==> src/rtl/axi_write_scheduler_if.sv <==
// AW handshake and routed-path completion strobes between the requesting
// masters, the selected slave and the write scheduler. Signal suffixes are
// written from the scheduler's point of view.
interface axi_write_scheduler_if #(
    parameter int NB_MASTER      = 3,
    parameter int AXI_ADDR_WIDTH = 32
);
    logic [NB_MASTER-1:0]                mst_aw_valid_i;
    logic [NB_MASTER*AXI_ADDR_WIDTH-1:0] mst_aw_addr_i;
    logic [NB_MASTER-1:0]                mst_aw_ready_o;
    logic                                slv_aw_valid_o;
    logic                                slv_aw_ready_i;
    logic                                w_last_hs_i;
    logic                                b_hs_i;

    // Scheduler side: takes requests and completion strobes, drives accepts.
    modport slave (
        input  mst_aw_valid_i,
        input  mst_aw_addr_i,
        input  slv_aw_ready_i,
        input  w_last_hs_i,
        input  b_hs_i,
        output mst_aw_ready_o,
        output slv_aw_valid_o
    );

    // Environment side: masters, target slave and the W/B datapath.
    modport master (
        output mst_aw_valid_i,
        output mst_aw_addr_i,
        output slv_aw_ready_i,
        output w_last_hs_i,
        output b_hs_i,
        input  mst_aw_ready_o,
        input  slv_aw_valid_o
    );
endinterface

==> src/rtl/axi_write_scheduler.sv <==
// Write-path control: round-robin AW arbitration across masters, address
// range decode onto slaves, and routing held until WLAST and B complete.
// Only one transaction is in flight at a time.
module axi_write_scheduler #(
    parameter int NB_MASTER      = 3,
    parameter int NB_SLAVE       = 3,
    parameter int AXI_ADDR_WIDTH = 32,
    parameter int CNT_WIDTH      = 16
) (
    input  logic                               clk,
    input  logic                               rst_n,
    axi_write_scheduler_if.slave               bus,
    input  logic [NB_SLAVE*AXI_ADDR_WIDTH-1:0] start_addr_i,
    input  logic [NB_SLAVE*AXI_ADDR_WIDTH-1:0] end_addr_i,
    output logic [NB_MASTER-1:0]               mst_sel_o,
    output logic [NB_SLAVE-1:0]                slv_sel_o,
    output logic                               decerr_o,
    output logic                               busy_o,
    output logic [CNT_WIDTH-1:0]               txn_cnt_o
);
    localparam int MIDX_W = $clog2(NB_MASTER);
    localparam int AW     = AXI_ADDR_WIDTH;

    typedef enum logic [1:0] {IDLE, ADDR, DATA, RESP} state_t;

    state_t                 state_q, state_d;
    logic [MIDX_W-1:0]      rr_q, rr_d;
    logic [MIDX_W-1:0]      win_q, win_d;
    logic [NB_MASTER-1:0]   mst_sel_q, mst_sel_d;
    logic [NB_SLAVE-1:0]    slv_sel_q, slv_sel_d;
    logic                   decerr_q, decerr_d;
    logic [CNT_WIDTH-1:0]   cnt_q, cnt_d;

    logic                   any_req;
    logic                   arb_found;
    logic [MIDX_W-1:0]      arb_idx;
    logic [MIDX_W:0]        cand;
    logic [AW-1:0]          win_addr;
    logic [NB_SLAVE-1:0]    slv_match;
    logic [NB_SLAVE-1:0]    dec_sel;
    logic                   start_txn;
    logic                   end_txn;

    assign any_req   = |bus.mst_aw_valid_i;
    assign start_txn = (state_q == IDLE) && any_req;
    assign end_txn   = (state_q == RESP) && bus.b_hs_i;

    // Round-robin pick: first requesting master at or above the pointer, with wrap.
    always_comb begin
        arb_found = 1'b0;
        arb_idx   = '0;
        cand      = '0;
        for (int k = 0; k < NB_MASTER; k++) begin
            cand = {1'b0, rr_q} + (MIDX_W+1)'(k);
            if (cand >= (MIDX_W+1)'(NB_MASTER)) begin
                cand = cand - (MIDX_W+1)'(NB_MASTER);
            end
            if (!arb_found && bus.mst_aw_valid_i[cand[MIDX_W-1:0]]) begin
                arb_found = 1'b1;
                arb_idx   = cand[MIDX_W-1:0];
            end
        end
    end

    // Address of the master about to be granted.
    always_comb begin
        win_addr = '0;
        for (int m = 0; m < NB_MASTER; m++) begin
            if (arb_idx == MIDX_W'(m)) begin
                win_addr = bus.mst_aw_addr_i[m*AW +: AW];
            end
        end
    end

    // Per-slave inclusive range match, unsigned.
    genvar gi;
    generate
        for (gi = 0; gi < NB_SLAVE; gi++) begin : g_match
            assign slv_match[gi] = (win_addr >= start_addr_i[gi*AW +: AW]) &&
                                   (win_addr <= end_addr_i[gi*AW +: AW]);
        end
    endgenerate

    // Lowest matching slave wins when ranges overlap.
    always_comb begin
        dec_sel = '0;
        for (int j = NB_SLAVE - 1; j >= 0; j--) begin
            if (slv_match[j]) begin
                dec_sel    = '0;
                dec_sel[j] = 1'b1;
            end
        end
    end

    // State register.
    always_ff @(posedge clk or negedge rst_n) begin
        if (!rst_n) begin
            state_q <= IDLE;
        end else begin
            state_q <= state_d;
        end
    end

    // Next-state logic; completion strobes only matter in their own state.
    always_comb begin
        state_d = state_q;
        case (state_q)
            IDLE:    if (any_req) state_d = ADDR;
            ADDR:    if (decerr_q || bus.slv_aw_ready_i) state_d = DATA;
            DATA:    if (bus.w_last_hs_i) state_d = RESP;
            RESP:    if (bus.b_hs_i) state_d = IDLE;
            default: state_d = IDLE;
        endcase
    end

    // Routing/decode capture at grant, release and bookkeeping at completion.
    always_comb begin
        rr_d      = rr_q;
        win_d     = win_q;
        mst_sel_d = mst_sel_q;
        slv_sel_d = slv_sel_q;
        decerr_d  = decerr_q;
        cnt_d     = cnt_q;
        if (start_txn) begin
            win_d     = arb_idx;
            mst_sel_d = NB_MASTER'(1) << arb_idx;
            slv_sel_d = dec_sel;
            decerr_d  = ~|slv_match;
        end
        if (end_txn) begin
            mst_sel_d = '0;
            slv_sel_d = '0;
            decerr_d  = 1'b0;
            rr_d      = (win_q == MIDX_W'(NB_MASTER - 1)) ? '0 : win_q + MIDX_W'(1);
            if (~&cnt_q) begin
                cnt_d = cnt_q + CNT_WIDTH'(1);
            end
        end
    end

    // Datapath registers.
    always_ff @(posedge clk or negedge rst_n) begin
        if (!rst_n) begin
            rr_q      <= '0;
            win_q     <= '0;
            mst_sel_q <= '0;
            slv_sel_q <= '0;
            decerr_q  <= 1'b0;
            cnt_q     <= '0;
        end else begin
            rr_q      <= rr_d;
            win_q     <= win_d;
            mst_sel_q <= mst_sel_d;
            slv_sel_q <= slv_sel_d;
            decerr_q  <= decerr_d;
            cnt_q     <= cnt_d;
        end
    end

    // AW handshake outputs: pass-through ready normally, a one-cycle accept
    // pulse for unmapped addresses (ADDR lasts exactly one cycle then).
    always_comb begin
        bus.mst_aw_ready_o = '0;
        bus.slv_aw_valid_o = 1'b0;
        if (state_q == ADDR) begin
            if (decerr_q) begin
                bus.mst_aw_ready_o = mst_sel_q;
            end else begin
                bus.slv_aw_valid_o = 1'b1;
                if (bus.slv_aw_ready_i) begin
                    bus.mst_aw_ready_o = mst_sel_q;
                end
            end
        end
    end

    assign mst_sel_o = mst_sel_q;
    assign slv_sel_o = slv_sel_q;
    assign decerr_o  = decerr_q;
    assign busy_o    = (state_q != IDLE);
    assign txn_cnt_o = cnt_q;

endmodule
==> src/flat_wrapper.sv <==
// flat-port wrapper written by rule: the top's interface ports become plain ports
module axi_write_scheduler_flat 
#(
    parameter int NB_MASTER      = 3,
    parameter int NB_SLAVE       = 3,
    parameter int AXI_ADDR_WIDTH = 32,
    parameter int CNT_WIDTH      = 16
)
  (clk, rst_n, start_addr_i, end_addr_i, mst_sel_o, slv_sel_o, decerr_o, busy_o, txn_cnt_o, bus_mst_aw_valid_i, bus_mst_aw_addr_i, bus_slv_aw_ready_i, bus_w_last_hs_i, bus_b_hs_i, bus_mst_aw_ready_o, bus_slv_aw_valid_o);
  axi_write_scheduler_if #(.NB_MASTER(NB_MASTER), .AXI_ADDR_WIDTH(AXI_ADDR_WIDTH)) bus_i ();
  input  logic clk;
  input  logic rst_n;
  input  logic [NB_SLAVE*AXI_ADDR_WIDTH-1:0] start_addr_i;
  input  logic [NB_SLAVE*AXI_ADDR_WIDTH-1:0] end_addr_i;
  output logic [NB_MASTER-1:0] mst_sel_o;
  output logic [NB_SLAVE-1:0] slv_sel_o;
  output logic decerr_o;
  output logic busy_o;
  output logic [CNT_WIDTH-1:0] txn_cnt_o;
  input wire logic [$bits(bus_i.mst_aw_valid_i)-1:0] bus_mst_aw_valid_i;
  input wire logic [$bits(bus_i.mst_aw_addr_i)-1:0] bus_mst_aw_addr_i;
  input wire logic [$bits(bus_i.slv_aw_ready_i)-1:0] bus_slv_aw_ready_i;
  input wire logic [$bits(bus_i.w_last_hs_i)-1:0] bus_w_last_hs_i;
  input wire logic [$bits(bus_i.b_hs_i)-1:0] bus_b_hs_i;
  output wire logic [$bits(bus_i.mst_aw_ready_o)-1:0] bus_mst_aw_ready_o;
  output wire logic [$bits(bus_i.slv_aw_valid_o)-1:0] bus_slv_aw_valid_o;
  assign bus_i.mst_aw_valid_i = bus_mst_aw_valid_i;
  assign bus_i.mst_aw_addr_i = bus_mst_aw_addr_i;
  assign bus_i.slv_aw_ready_i = bus_slv_aw_ready_i;
  assign bus_i.w_last_hs_i = bus_w_last_hs_i;
  assign bus_i.b_hs_i = bus_b_hs_i;
  assign bus_mst_aw_ready_o = bus_i.mst_aw_ready_o;
  assign bus_slv_aw_valid_o = bus_i.slv_aw_valid_o;
  axi_write_scheduler #(.NB_MASTER(NB_MASTER), .NB_SLAVE(NB_SLAVE), .AXI_ADDR_WIDTH(AXI_ADDR_WIDTH), .CNT_WIDTH(CNT_WIDTH)) u_core (.clk(clk), .rst_n(rst_n), .bus(bus_i), .start_addr_i(start_addr_i), .end_addr_i(end_addr_i), .mst_sel_o(mst_sel_o), .slv_sel_o(slv_sel_o), .decerr_o(decerr_o), .busy_o(busy_o), .txn_cnt_o(txn_cnt_o));
endmodule
==> config.mk <==
export PLATFORM = sky130hd
export DESIGN_NAME = axi_write_scheduler_flat
export DESIGN_NICKNAME = d
export VERILOG_FILES = /design/src/rtl/axi_write_scheduler_if.sv /design/src/rtl/axi_write_scheduler.sv /design/src/flat_wrapper.sv
export SDC_FILE = /design/constraint.sdc
export NUM_CORES = 1
export LEC_CHECK = 0
export ABC_AREA = 1
export CAP_MARGIN = 40
export CORE_AREA = 2 2 124 126
export DETAILED_ROUTE_END_ITERATION = 16
export DIE_AREA = 0 0 126 128
export DONT_BUFFER_PORTS = 1
export PLACE_DENSITY = 0.69
export SLEW_MARGIN = 20
export SYNTH_ARGS = -nofsm -noshare
export SYNTH_HDL_FRONTEND = slang
export SYNTH_SLANG_ARGS = --single-unit
==> constraint.sdc <==
create_clock -name clk -period 4.6 [get_ports clk]
set_clock_uncertainty 0.2 [all_clocks]
set_input_delay 0.46 -clock clk [delete_from_list [all_inputs] [get_ports clk]]
set_output_delay 0.46 -clock clk [all_outputs]
set_load 0.1 [all_outputs]
==> results.md <==
* Run status: finished clean
* Layout Nets at about 1,700
* Core Area at roughly 15,000 µm²
* Syn nets at roughly 1,600
* Area after DPL at slightly above 8000 µm²
* Met2 WL at around 12 mm
* Pin count of the biggest net entering global routing at 35
* Fmax at around 230 MHz
* Fill cells at 1,444
* CTS sink count at 29
* Cell mode on critical path: nand2_1
* Worst Max-Slew Pin Slew at 0.866 ns
* CP max stage cell: dfrtp_1
* First-pass GRT wire length at approximately 39 mm
* Hold Path Class: in2reg
* Fin crit period at between 4 and 5 ns
* Synth warn at 0
* Met3 WL post-DR at roughly 2.1 mm
* Place WS at between 0.15 and 0.2 ns
* Highest cell delay on the worst timing path at about 0.39 ns
* Die span in x at 126 µm
* Antenna diodes at 0
* Mapped Cells at 1,141
* All-Layer GR Usage at a little under a third
* Design Area, Final at 8480 µm²
* Total CTS buffers at 5
* Chip height at 128 µm
* Initial DRT Pass Iterations at 6
* Die area at about 16,000 µm²
* GPL Wtd Cong at around 0.90
* Final Hold Violating Endpoints at 0
* Area delta synth->final at 17.0%
* H-Tree Depth at 2
* Final antenna-violating net count at 0
* Synthesized cell area at between 7000 and 8000 µm²
* Max-cap violation count at 0
* Sequential area share after synthesis at 10.0%
* PnR worst setup slack at 0.303 ns
* Clock slew at reported path FFs at roughly 0.040 ns
* Netlist cell types at 33
* Drt initial violations at 497
* Routed vias/inst at ~5.6
* CTS tree: done
* # port buffers at 0
* Worst-skew pair later-pin latency at around 0.28 ns
* CP required at between 4 and 5 ns
* CTS max path bufs at 2
* Startpoint type of the worst setup path: register
* Row count at between 40 and 50
* Overflow after GRT at 0
* Post-route DRC at 0
* Setup CP Type: reg2reg
* Initial Utilization at 48.8%
* Avg Cell Area, Syn at around 6.4 µm²
* Max Slew Vio Count at 0
* Worst Setup End Kind: register
* Clock Tree Root: clkbuf_16
* Worst-path fanout max at 34
* Layout cells sized above 1 at between 6 and 7%
* Vias in the first global route at roughly 7,400
* Max_slew headroom at between 40 and 50%
* Synth Register Bits at 29
* Data arrival time of the worst path at ~4.3 ns
* I/O pin total at between 300 and 400
* Wire per inst at between 15 and 20 µm
* Final setup viols at 0
* Via count at a little under 8,000
* Total Wirelength at 25.4 mm
* Antenna violations before repair at 0
* Met1 WL at between 10 and 15 mm
* Top Layer Used: met4
* Tcrit/Tclk final at between 90% and 100%
* Postcts setup bufs at 0
* Post-DP HPWL at between 20 and 25 mm
-- repair_timing --
item,in CTS,in global routing
hold buffers,2,0
hold endpoints to repair,29,0
resized for setup,0,9
endpoints found under the setup margin,0,4
-- Yosys cell counts (all sizes together) --
cell type / instances / area share, %
inv: 261 / 14
and3: 1 / 0.086
nand3b: 3 / 0.31
nand2: 249 / 13
nand3: 80 / 5.6
o21bai: 2 / 0.21
o22ai: 10 / 0.86
a21oi: 94 / 6.5
xnor2: 8 / 0.97
dfrtp: 29 / 10
nor3: 17 / 1.5
nor4: 3 / 0.26
o21ai: 36 / 2.5
buf: 13 / 1.1
a21boi: 1 / 0.10
o31ai: 1 / 0.10
nor2: 98 / 5.1
o211ai: 2 / 0.21
o21a: 9 / 0.93
xor2: 6 / 0.72
a21o: 2 / 0.21
ha: 201 / 35
nand4: 15 / 1.3
-- flip-flops by register name, indices dropped and copies added (netlist names) --
signal            flops
u_core.state_q        2
u_core.decerr_o       1
u_core.txn_cnt_o     16
u_core.win_q          2
u_core.mst_sel_o      3
u_core.slv_sel_o      3
u_core.rr_q           2
-- cell usage in the layout (no fill, tap or decap), drive strengths merged --
| cell type | count |
|---|---|
| dlygate4sd3 | 1 |
| nor4 | 3 |
| o211ai | 2 |
| inv | 261 |
| ha | 201 |
| a21oi | 94 |
| dfrtp | 29 |
| xnor2 | 8 |
| a21o | 2 |
| o31ai | 1 |
| nand3b | 3 |
| nand3 | 80 |
| clkbuf | 7 |
| o21ai | 36 |
| nor2 | 98 |
| o22ai | 10 |
| and3 | 1 |
| nand2 | 249 |
| xor2 | 6 |
| a21boi | 1 |
| nor3 | 17 |
| nand4 | 15 |
| buf | 55 |
| o21a | 9 |
| o21bai | 2 |
-- critical path: cells and delay by family, from the launching register on --
family | cells | cell delay, ns
DFF | 1 | 0.39
adders and majority gates | 2 | 0.72
buffers and inverters | 4 | 0.42
and+or+nand+nor | 15 | 1.96
AOI/OAI and AO/OA | 4 | 0.51
-- final cells by class --
| cell class | count | area (µm²) | share of cell area [%] |
|---|---|---|---|
| multi-input cells | 838 | 5500 | 64.9 |
| clock buffers | 7 | 143 | 1.68 |
| repair buffers | 56 | 892 | 10.5 |
| flip-flops and latches | 29 | 726 | 8.55 |
| inverters | 261 | 985 | 11.6 |
| well taps | 188 | 235 | 2.77 |
-- kinds of logic after synthesis --
family                     after synthesis  share of synthesized area (%)
adders and majority gates              201                           34.7
buffers and inverters                  274                           14.6
DFF                                     29                           10.0
xor gates and xnor gates                14                           1.69
and+or+nand+nor                        466                           27.3
AOI/OAI and AO/OA                      157                           11.7
-- per-layer routing --
layer | up-vias | GRT usage [%]
met5 | - | 0
met4 | 0 | 10.2
met3 | 61 | 6.05
met2 | 387 | 52.5
met1 | 3472 | 38.0
li1 | 3778 | -
-- per-stage QoR --
step / hold WS, ns / std cells / setup TNS (ns) / util (%)
finish: 0.245 / 1379 / 0 / 57.1
global route: 0.258 / 1379 / -0.00900 / 57.1
CTS: 0.234 / 1379 / 0 / 56.9
detailed placement: -0.0348 / 1370 / 0 / 55.7
global placement: -0.0350 / 1323 / 0 / 50.3
floorplan: -0.0356 / 1141 / 0 / -
-- worst paths after layout --
check                                start                   end  slack [ns]  cells after the start
hold / removal                  bus_b_hs_i        u_core.rr_q[0]        0.24                      2
setup reg to reg            u_core.rr_q[0]       u_core.decerr_o        0.30                     25
setup / recovery            u_core.rr_q[0]       u_core.decerr_o        0.30                     25
max in group asynchronous            rst_n       u_core.win_q[1]        3.60                      2
hold reg to reg            u_core.win_q[1]        u_core.rr_q[0]        0.28                      1
min in group asynchronous            rst_n  u_core.txn_cnt_o[11]        0.43                      2
Power is left out: the tool's default activity adds up to more than one toggle a clock period on the data nets, which glitch-free logic cannot reach.
